<file path="src/rtl/game_sequencer_pkg.sv">
`default_nettype none
// +------------------------------------------------------------------+
// | Module  : game_sequencer_pkg                                     |
// | Brief   : Shared game-phase encodings and helpers for the brick  |
// |           breaker flow controller and the banner renderer.       |
// | Revision: 1.0                                                    |
// +------------------------------------------------------------------+
package game_sequencer_pkg;

  localparam int STATE_W = 3;

  // Phase encodings are also used by the renderer to select banner text
  typedef enum logic [STATE_W-1:0] {
    ST_ATTRACT = 3'd0,
    ST_SERVE   = 3'd1,
    ST_PLAY    = 3'd2,
    ST_PAUSE   = 3'd3,
    ST_WON     = 3'd4,
    ST_LOST    = 3'd5
  } state_t;

  function automatic int max_int(input int a, input int b);
    return (a > b) ? a : b;
  endfunction

endpackage
`default_nettype wire

</file>
<file path="src/rtl/btn_edge_sync.sv">
`default_nettype none
// +------------------------------------------------------------------+
// | Module  : btn_edge_sync                                          |
// | Brief   : Two-flop synchronizer for an asynchronous button plus  |
// |           a one-cycle rising-edge pulse.                         |
// | Revision: 1.0                                                    |
// +------------------------------------------------------------------+
module btn_edge_sync (
  input  logic clk,
  input  logic rst_n,
  input  logic i_btn,
  output logic o_pulse
);

  logic r_sync1;
  logic r_sync2;
  logic r_prev;

  // Metastability filter followed by a history flop for edge detection
  always_ff @(posedge clk) begin
    if (!rst_n) begin
      r_sync1 <= 1'b0;
      r_sync2 <= 1'b0;
      r_prev  <= 1'b0;
    end else begin
      r_sync1 <= i_btn;
      r_sync2 <= r_sync1;
      r_prev  <= r_sync2;
    end
  end

  // A held button produces exactly one pulse
  assign o_pulse = r_sync2 & ~r_prev;

endmodule
`default_nettype wire

</file>
<file path="src/rtl/game_sequencer.sv">
`default_nettype none
// +------------------------------------------------------------------+
// | Module  : game_sequencer                                         |
// | Brief   : Brick breaker game-flow FSM: attract, serve, play,     |
// |           pause, won/lost. Frame strobe, ball/brick control,     |
// |           lives and saturating score.                            |
// | Revision: 1.0                                                    |
// +------------------------------------------------------------------+
module game_sequencer
  import game_sequencer_pkg::*;
#(
  parameter int FRAME_LINE   = 500,
  parameter int LIVES_INIT   = 3,
  parameter int NUM_BRICKS   = 40,
  parameter int SERVE_FRAMES = 60,
  parameter int OVER_FRAMES  = 180,
  parameter int SCORE_W      = 10
) (
  input  logic               clk,
  input  logic               rst_n,
  input  logic [9:0]         counter_x,
  input  logic [8:0]         counter_y,
  input  logic               btn_start,
  input  logic               ball_lost,
  input  logic               brick_hit,
  output logic               frame_tick,
  output logic               move_en,
  output logic               ball_reset,
  output logic               bricks_reset,
  output logic [STATE_W-1:0] state,
  output logic [1:0]         lives,
  output logic [SCORE_W-1:0] score
);

  localparam int FCNT_W  = $clog2(max_int(SERVE_FRAMES, OVER_FRAMES) + 1);
  localparam int BRICK_W = $clog2(NUM_BRICKS + 1);

  state_t               r_state;
  state_t               w_state_nxt;
  logic                 r_frame_tick;
  logic                 r_bricks_reset;
  logic                 w_bricks_reset_nxt;
  logic [1:0]           r_lives;
  logic [1:0]           w_lives_nxt;
  logic [SCORE_W-1:0]   r_score;
  logic [SCORE_W-1:0]   w_score_nxt;
  logic [BRICK_W-1:0]   r_bricks_left;
  logic [BRICK_W-1:0]   w_bricks_nxt;
  logic [FCNT_W-1:0]    r_frame_cnt;
  logic [FCNT_W-1:0]    w_fcnt_nxt;
  logic                 w_ball_reset;
  logic                 w_start_ev;

  btn_edge_sync u_start_sync (
    .clk     (clk),
    .rst_n   (rst_n),
    .i_btn   (btn_start),
    .o_pulse (w_start_ev)
  );

  // Frame strobe: one cycle after the raster reaches the chosen line start
  always_ff @(posedge clk) begin
    if (!rst_n) begin
      r_frame_tick <= 1'b0;
    end else begin
      r_frame_tick <= (counter_x == 10'd0) && (counter_y == 9'(FRAME_LINE));
    end
  end

  // Phase register
  always_ff @(posedge clk) begin
    if (!rst_n) begin
      r_state <= ST_ATTRACT;
    end else begin
      r_state <= w_state_nxt;
    end
  end

  // Next phase plus lives/score/bricks/frame-count updates
  always_comb begin
    w_state_nxt        = r_state;
    w_lives_nxt        = r_lives;
    w_score_nxt        = r_score;
    w_bricks_nxt       = r_bricks_left;
    w_fcnt_nxt         = r_frame_cnt;
    w_bricks_reset_nxt = 1'b0;
    w_ball_reset       = 1'b1;
    case (r_state)
      ST_ATTRACT: begin
        if (w_start_ev) begin
          w_state_nxt        = ST_SERVE;
          w_lives_nxt        = 2'(LIVES_INIT);
          w_score_nxt        = '0;
          w_bricks_nxt       = BRICK_W'(NUM_BRICKS);
          w_bricks_reset_nxt = 1'b1;
        end
      end
      ST_SERVE: begin
        if (r_frame_tick) begin
          if (r_frame_cnt == FCNT_W'(SERVE_FRAMES - 1)) begin
            w_state_nxt = ST_PLAY;
          end else begin
            w_fcnt_nxt = r_frame_cnt + FCNT_W'(1);
          end
        end
      end
      ST_PLAY: begin
        w_ball_reset = 1'b0;
        // The final brick still scores even when the ball is lost the same cycle
        if (brick_hit) begin
          if (r_score != {SCORE_W{1'b1}}) begin
            w_score_nxt = r_score + SCORE_W'(1);
          end
          if (r_bricks_left != '0) begin
            w_bricks_nxt = r_bricks_left - BRICK_W'(1);
          end
        end
        if (brick_hit && (r_bricks_left == BRICK_W'(1))) begin
          w_state_nxt = ST_WON;
        end else if (ball_lost) begin
          if (r_lives != 2'd0) begin
            w_lives_nxt = r_lives - 2'd1;
          end
          w_state_nxt = (r_lives <= 2'd1) ? ST_LOST : ST_SERVE;
        end else if (w_start_ev) begin
          w_state_nxt = ST_PAUSE;
        end
      end
      ST_PAUSE: begin
        // Ball frozen in place rather than returned to the serve position
        w_ball_reset = 1'b0;
        if (w_start_ev) begin
          w_state_nxt = ST_PLAY;
        end
      end
      ST_WON, ST_LOST: begin
        if (r_frame_tick) begin
          if (r_frame_cnt == FCNT_W'(OVER_FRAMES - 1)) begin
            w_state_nxt = ST_ATTRACT;
          end else begin
            w_fcnt_nxt = r_frame_cnt + FCNT_W'(1);
          end
        end
      end
      default: begin
        w_state_nxt = ST_ATTRACT;
      end
    endcase
    // Every phase starts its frame count from zero
    if (w_state_nxt != r_state) begin
      w_fcnt_nxt = '0;
    end
  end

  // Game counters and the brick-wall restore pulse
  always_ff @(posedge clk) begin
    if (!rst_n) begin
      r_lives        <= 2'd0;
      r_score        <= '0;
      r_bricks_left  <= BRICK_W'(NUM_BRICKS);
      r_frame_cnt    <= '0;
      r_bricks_reset <= 1'b0;
    end else begin
      r_lives        <= w_lives_nxt;
      r_score        <= w_score_nxt;
      r_bricks_left  <= w_bricks_nxt;
      r_frame_cnt    <= w_fcnt_nxt;
      r_bricks_reset <= w_bricks_reset_nxt;
    end
  end

  assign frame_tick   = r_frame_tick;
  assign move_en      = r_frame_tick && (r_state == ST_PLAY);
  assign ball_reset   = w_ball_reset;
  assign bricks_reset = r_bricks_reset;
  assign state        = r_state;
  assign lives        = r_lives;
  assign score        = r_score;

endmodule
`default_nettype wire

</file>
<file path="config.mk">
export PLATFORM = sky130hd
export DESIGN_NAME = game_sequencer
export DESIGN_NICKNAME = d
export VERILOG_FILES = /design/src/rtl/game_sequencer_pkg.sv /design/src/rtl/btn_edge_sync.sv /design/src/rtl/game_sequencer.sv
export SDC_FILE = /design/constraint.sdc
export NUM_CORES = 1
export LEC_CHECK = 0
export ABC_AREA = 1
export BUFFER_PORTS_ARGS = -buffer_cell sky130_fd_sc_hd__buf_2
export CAP_MARGIN = 20
export CORE_ASPECT_RATIO = 0.6
export CORE_MARGIN = 2
export CORE_UTILIZATION = 56
export CTS_BUF_LIST = sky130_fd_sc_hd__clkbuf_4
export DETAILED_ROUTE_END_ITERATION = 16
export PLACE_DENSITY = 0.82
export SETUP_SLACK_MARGIN = 0.4
export SKIP_LAST_GASP = 1
export SYNTH_ARGS = -nofsm -noshare
export SYNTH_HDL_FRONTEND = slang
export SYNTH_SLANG_ARGS = --single-unit
</file>
<file path="constraint.sdc">
create_clock -name clk -period 2.1 [get_ports clk]
set_input_delay 0.42 -clock clk [delete_from_list [all_inputs] [get_ports clk]]
set_output_delay 0.42 -clock clk [all_outputs]
set_load 0.01 [all_outputs]
</file>
==> out/metrics.cfg, run 1 <==
[power]
powerDensity_mw_per_mm2 = 524
clkPwrFrac_pct = 29.0
internal_power_uw = 884
switching_share_pct = 30.0
p_switching_uw = 378
p_leak_nw = 1.15
share_seq_of_total_power_pct = 54.0
power_frac_comb_pct = 17.0
vdd_drop_max_mv = 0.357

[timing]
rsz0062_at_grt = false
max_slew_margin_pct = 80.7
tightest_slew_ns = 0.289
report.final.slew_viol_count = 0
fmax_mhz = 603
hold_ws_ns = 0.251
finalClockSkew_ns = 0.00840
hold_viol_final = 0
fin_crit_sh_pct = 79.0
finalSetupViolations = 0
tns_ns = 0
post-route-min-period_ns = 1.66

[setup_path]
cp_common_cell = inv_4
cp.arrival_ns = 1.24
startpoint_type = flip-flop
crit_chain = inv_4 > nand2_4 > nor2_8 > inv_4 > nor2_2 > buf_2
slowest_stage = dfxtp_4
timing.critical_path.required_ns = 1.68
crit_path_end_kind = primary output
critPathMaxFanout = 5
slowest_delay_ns = 0.37
path_class = reg2out

[synth]
syn_avg_cell_area_um2 = 6.55
yosys-top-cells-area = dfxtp_1, nand2_1, nor2_1, inv_1, nand3_1
ys_seq_area_share_pct = 34.2
netlist_area_mm2 = 0.00199
synth.net_count = 335
synthCells = 304
synth_seq_cells = 34
ys_warn_count = 0
synth_cell_types = 28
synth_top_area_share_pct = 34.2
yosysTopAreaCell = dfxtp_1

[global_route]
grt_pass1_vias = 1744
overflow = 0
antenna_found_initial = 0
grt_max_degree = 13
track_usage_pct = 24.5
grt_pass1_wl_mm = 7.68

[layout]
fin_nets = 386
layout_common_cells = nand2_1, nor2_1, inv_1
post-route-util_pct = 72.5
stdcell_area_mm2 = 0.00241
num_antenna_cells = 0
layout_commonest_cell = nand2_1
fin_cells = 401
syn2layout_area_growth_pct = 20.9
drive_gt1_share_pct = 23.3

[placed_design]
placed_cells = 389
postPlaceCellArea_mm2 = 0.00224
portBuffers = 42
gp_congestion = 0.874
dp_hpwl_mm = 3.36

[run_status]
status = completed

[clocking]
clock_latency_ns = 0.35
cts_buffers = 5
cts_num_sinks = 34
root_buffer = clkbuf_4
clockBufferDepth = 2
cts_tree = done
clkTransAtPathRegs_ns = 0.10
h-tree-depth = 2

[floorplanning]
die_area_mm2 = 0.00407
coreArea_mm2 = 0.00332
start_util_pct = 59.9
ios = 43
die_h_um = 50.2
row_count = 16
fp.dieW_um = 81.0

[drt]
drtPass1Iterations = 4
wire_per_inst_um = 11.3
drc = 0
first_iter_violations = 110
vias = 2034
ant_nets = 0
viasPerCell = 5.07
totalWireLength_mm = 4.54

[hold_path]
hold_path.class = in2reg

[job]
drv_cap = 0

## stage by stage
stage               setup WS (ns)  power [mW]
floorplan                   0.579       0.826
global placement            0.410       0.880
detailed placement          0.352       0.882
CTS                         0.356        1.24
global route                0.354        1.33
finish                      0.440        1.26
## registers in the layout, summed over array words and instances (netlist names)
name,count
bricks_reset,1
frame_tick,1
lives,2
r_bricks_left,6
r_frame_cnt,8
score,10
state,3
u_start_sync.r_prev,1
u_start_sync.r_sync1,1
u_start_sync.r_sync2,1
## kinds of logic after synthesis
| logic type | Yosys count | share of synthesized area, % |
|---|---|---|
| and+or+nand+nor | 165 | 36.4 |
| buffers and inverters | 52 | 10.6 |
| AOI/OAI and AO/OA | 36 | 9.99 |
| DFF | 34 | 34.2 |
| xor gates and xnor gates | 10 | 4.40 |
| adders and majority gates | 7 | 4.40 |
## synthesized netlist by cell type
cell type	n
nor2_8	1
buf_6	2
inv_2	2
nor4_1	3
o21ai_1	2
a21oi_1	17
nand4_1	4
nor2_4	1
o211ai_1	1
clkinv_1	1
buf_2	1
a31oi_1	1
nand2_4	1
nand3_1	29
dfxtp_1	34
a21oi_2	1
nand2_1	68
nand2_2	6
clkbuf_1	1
o21ai_0	13
or2_1	1
o21ai_4	1
inv_1	45
nor3_1	3
xnor2_1	4
xor2_1	6
nor2_1	48
ha_1	7
## final timing paths
kind                        startpoint              endpoint  slack [ns]  depth (start not counted)
hold / removal               btn_start  u_start_sync.r_sync1        0.25                          3
setup / recovery              state[2]               move_en        0.44                          6
hold reg to reg   u_start_sync.r_sync1  u_start_sync.r_sync2        0.43                          2
setup reg to reg        r_frame_cnt[4]        r_frame_cnt[0]        0.47                         10
## layout make-up
cell class,count,area (um^2)
clock buffers,6,45.0
clock inverters,2,8.76
fillers,296,915
inverters,48,185
multi-input cells,218,1160
flip-flops and latches,34,696
well taps,45,56.3
repair buffers,48,259
## worst max-delay path: cells and delay by family (launching register included)
kind / cells / cell delay [ns]
and+or+nand+nor: 3 / 0.25
DFF: 1 / 0.37
buffers and inverters: 3 / 0.27
## power by group through the flow
stage	Sequential (mW)	Combinational [mW]	Clock, mW
3_3_place_gp	0.694	0.187	0
4_1_cts	0.679	0.189	0.372
3_5_place_dp	0.694	0.188	0
2_1_floorplan	0.694	0.132	0
5_1_grt	0.685	0.244	0.399
6_report	0.682	0.214	0.366
## layer usage
metal  vias up  GRT usage [%]  share of wire, %
met4         0           7.63               1.8
met2        82           34.2                38
li1       1058              -                 -
met1       885           36.9                52
met3         9           5.94               8.2
met5         -              0                 0
## what timing repair did
item                       4_1_cts  5_1_grt
setup buffers                    1        3
hold buffers                     0        0
setup endpoints to repair        9       22
gates resized for setup          2       24
pin swaps                        1        3
gates cloned                     0        0
(Power assumes the default switching activity.)
==> run 2: changes to the inputs <==
- ABC_AREA: 1 -> 0
- CORE_UTILIZATION: 56 -> 50
- PLACE_DENSITY: 0.82 -> 0.78
- clock period: 2.1 -> 1.34 ns (I/O delays scaled with it)
==> out/metrics.cfg, run 2 <==
[timing]
fmax_mhz = 507
finalSetupViolations = 34  ; +34
tightest_slew_ns = 0.562  ; +0.274 ns
worst_slack_ns = -0.634  ; -1.07 ns
finalClockSkew_ns = 0.0176  ; +0.00917 ns
post-route-min-period_ns = 1.97
fin_crit_sh_pct = 147
rsz0062_at_grt = true
max_slew_margin_pct = 62.3  ; -18 points
report.final.slew_viol_count = 0  ; unchanged
hold_viol_final = 0  ; unchanged

[floorplanning]
ios = 43  ; unchanged
coreArea_mm2 = 0.00362  ; +8.8%
start_util_pct = 51.6  ; -8.3 points
row_count = 17  ; +1
fp.dieW_um = 82.9  ; +2.3%
die_area_mm2 = 0.00425  ; +4.6%
die_h_um = 51.3  ; +2.2%

[drt]
drtPass1Iterations = 6  ; +2
top_layer_used = met4
wire_per_inst_um = 20.8  ; +84%
totalWireLength_mm = 8.30  ; +83%
ant_nets = 0  ; unchanged
viasPerCell = 6.20  ; +22%
drc = 0  ; unchanged
drt-met1-wl_mm = 3.12  ; +33%
first_iter_violations = 285  ; +160%
wl_met2_mm = 3.62  ; +110%
dr_wl_met3_mm = 1.02  ; +170%
vias = 2475  ; +22%

[power]
vdd_drop_max_mv = 0.692  ; +94%
p_leak_nw = 1.34  ; +17%
p_switching_uw = 562  ; +49%
finalPower_mw = 1.94  ; +54%
share_seq_of_total_power_pct = 53.8  ; -0.2 points
internal_power_mw = 1.38  ; +56%
switching_share_pct = 29.0  ; -0.96 points
power_frac_comb_pct = 15.3  ; -1.7 points
powerDensity_mw_per_mm2 = 588  ; +12%
clkPwrFrac_pct = 30.9  ; +1.9 points

[clocking]
clockBufferDepth = 2  ; unchanged
cts_tree = done
root_buffer = clkbuf_4
cts_buffers = 5  ; unchanged
holdBufCountCts = 0  ; unchanged
clock_latency_ns = 0.36  ; about the same
h-tree-depth = 2  ; unchanged
clkTransAtPathRegs_ns = 0.13  ; +0.03 ns
cts_num_sinks = 34  ; unchanged

[synth]
syn_avg_cell_area_um2 = 8.40  ; +28%
synthCells = 222  ; -27%
netlist_area_mm2 = 0.00187  ; -6.3%
synth.net_count = 253  ; -24%
yosysMostFrequentCell = dfxtp_1
ys_warn_count = 0  ; unchanged
synth_edf_count = 0  ; unchanged
yosysTopAreaCell = dfxtp_1
ys_seq_area_share_pct = 36.5  ; +2.3 points
synth_top_cells_by_count = dfxtp_1, nor2_1, nand2_1
synth_cell_types = 47  ; +68%
synth_seq_cells = 34  ; unchanged
synth_top_area_share_pct = 36.5  ; +2.3 points
ys_async_sr_fraction_pct = 0  ; unchanged
synth_flop_cell = dfxtp_1
yosys-top-cells-area = dfxtp_1, xnor2_1, nor2_1, ha_1, nand2_1

[setup_path]
rr_worst_depth = 5  ; -5
slowest_stage = or3b_4
slowest_delay_ns = 0.42  ; +0.05 ns
crit_chain = or3b_4 > o21bai_4 > a311o_1 > or3_4 > a21oi_2
timing.critical_path.required_ns = 1.63  ; -0.05 ns
path_class = reg2reg
crit_path_end_kind = flip-flop
cp.arrival_ns = 2.27  ; +1.03 ns
critPathMaxFanout = 5  ; unchanged
startpoint_type = flip-flop

[run_status]
status = finished with violations
violations = negative setup slack

[global_route]
grt_pass1_wl_mm = 11.1  ; +45%
grt_pass1_vias = 2263  ; +30%
overflow = 0  ; unchanged
grt_max_degree = 13  ; unchanged
antenna_found_initial = 0  ; unchanged
track_usage_pct = 33.8  ; +9.3 points

[placed_design]
gp_congestion = 0.843  ; -3.5%
dp_slack_ns = -0.478  ; -0.830 ns
dp_hpwl_mm = 3.67  ; +9.1%
portBuffers = 42  ; unchanged

[hold_path]
hold_path_depth = 2  ; -1
hold_path.class = in2reg

[layout]
layout_common_cells = buf_4, buf_6, buf_2
fin_nets = 382  ; -1.0%
largest_reg_flops = 10  ; unchanged
syn2layout_area_growth_pct = 76.7
layout_commonest_cell = buf_4
num_antenna_cells = 0  ; unchanged
post-route-util_pct = 91.2  ; +19 points
drive_gt1_share_pct = 58.8  ; +35 points

[job]
drv_cap = 0  ; unchanged

run 2: power groups by stage:
stage | clock, mW | sequential (mW) | combinational, mW
2_1_floorplan | 0 | 1.07 | 0.0994
3_3_place_gp | 0 | 1.06 | 0.221
3_5_place_dp | 0 | 1.06 | 0.226
4_1_cts | 0.584 | 1.04 | 0.259
5_1_grt | 0.637 | 1.04 | 0.314
6_report | 0.599 | 1.04 | 0.297
run 2: final cells by class:
type / instances / area, um^2
Tap cell: 47 / 58.8
Timing Repair Buffer: 129 / 1060
Sequential cell: 34 / 717
Clock buffer: 5 / 37.5
Fill cell: 150 / 319
Inverter: 7 / 26.3
Multi-Input combinational cell: 174 / 1380
Clock inverter: 3 / 16.3
run 2: cells by family after synthesis:
logic type               count (synthesis)  share of synthesized area (%)
AO/OA/AOI/OAI                           38                           14.4
XOR/XNOR                                18                           8.45
adder cells (fa/ha/maj)                  7                           4.69
buffers and inverters                   14                           3.35
flip-flops                              34                           36.5
multiplexers                             2                           1.07
AND/OR/NAND/NOR                        109                           31.5
run 2: layer usage:
layer / up-vias / track usage (%)
li1: 1051 / -
met1: 1118 / 40.4
met3: 75 / 9.53
met4: 0 / 16.4
met5: - / 0
met2: 231 / 57.1
run 2: critical path, delay by kind of cell (launching register included):
family,cells,cell delay [ns]
compound gates,3,0.71
flops,1,0.41
simple gates,2,0.80
run 2: path summary, 6_finish.rpt:
kind,from,to,slack [ns]
worst min register to register,u_start_sync.r_sync1,u_start_sync.r_sync2,0.46
worst max register to register,state[0],r_frame_cnt[7],-0.63
worst max-delay path,state[0],r_frame_cnt[7],-0.63
worst min-delay path,btn_start,u_start_sync.r_sync1,0.12
run 2: per-stage QoR:
step | cells | TNS (ns) | hold slack, ns | cell area, um^2
6_report | 399 | -13.82 | 0.123 | 3300
5_1_grt | 399 | -15.27 | 0.139 | 3300
4_1_cts | 392 | -8.94 | 0.118 | 3150
3_5_place_dp | 369 | -8.90 | 0.432 | 2640
3_3_place_gp | 369 | -8.07 | 0.414 | 2640
2_1_floorplan | 222 | -8.20 | 0.395 | 1930
run 2: what timing repair did:
action	4_1_cts	5_1_grt
cloned	0	1
resized for setup	87	24
endpoints found under the setup margin	49	49
buffers inserted	15	6
pin swaps	21	15
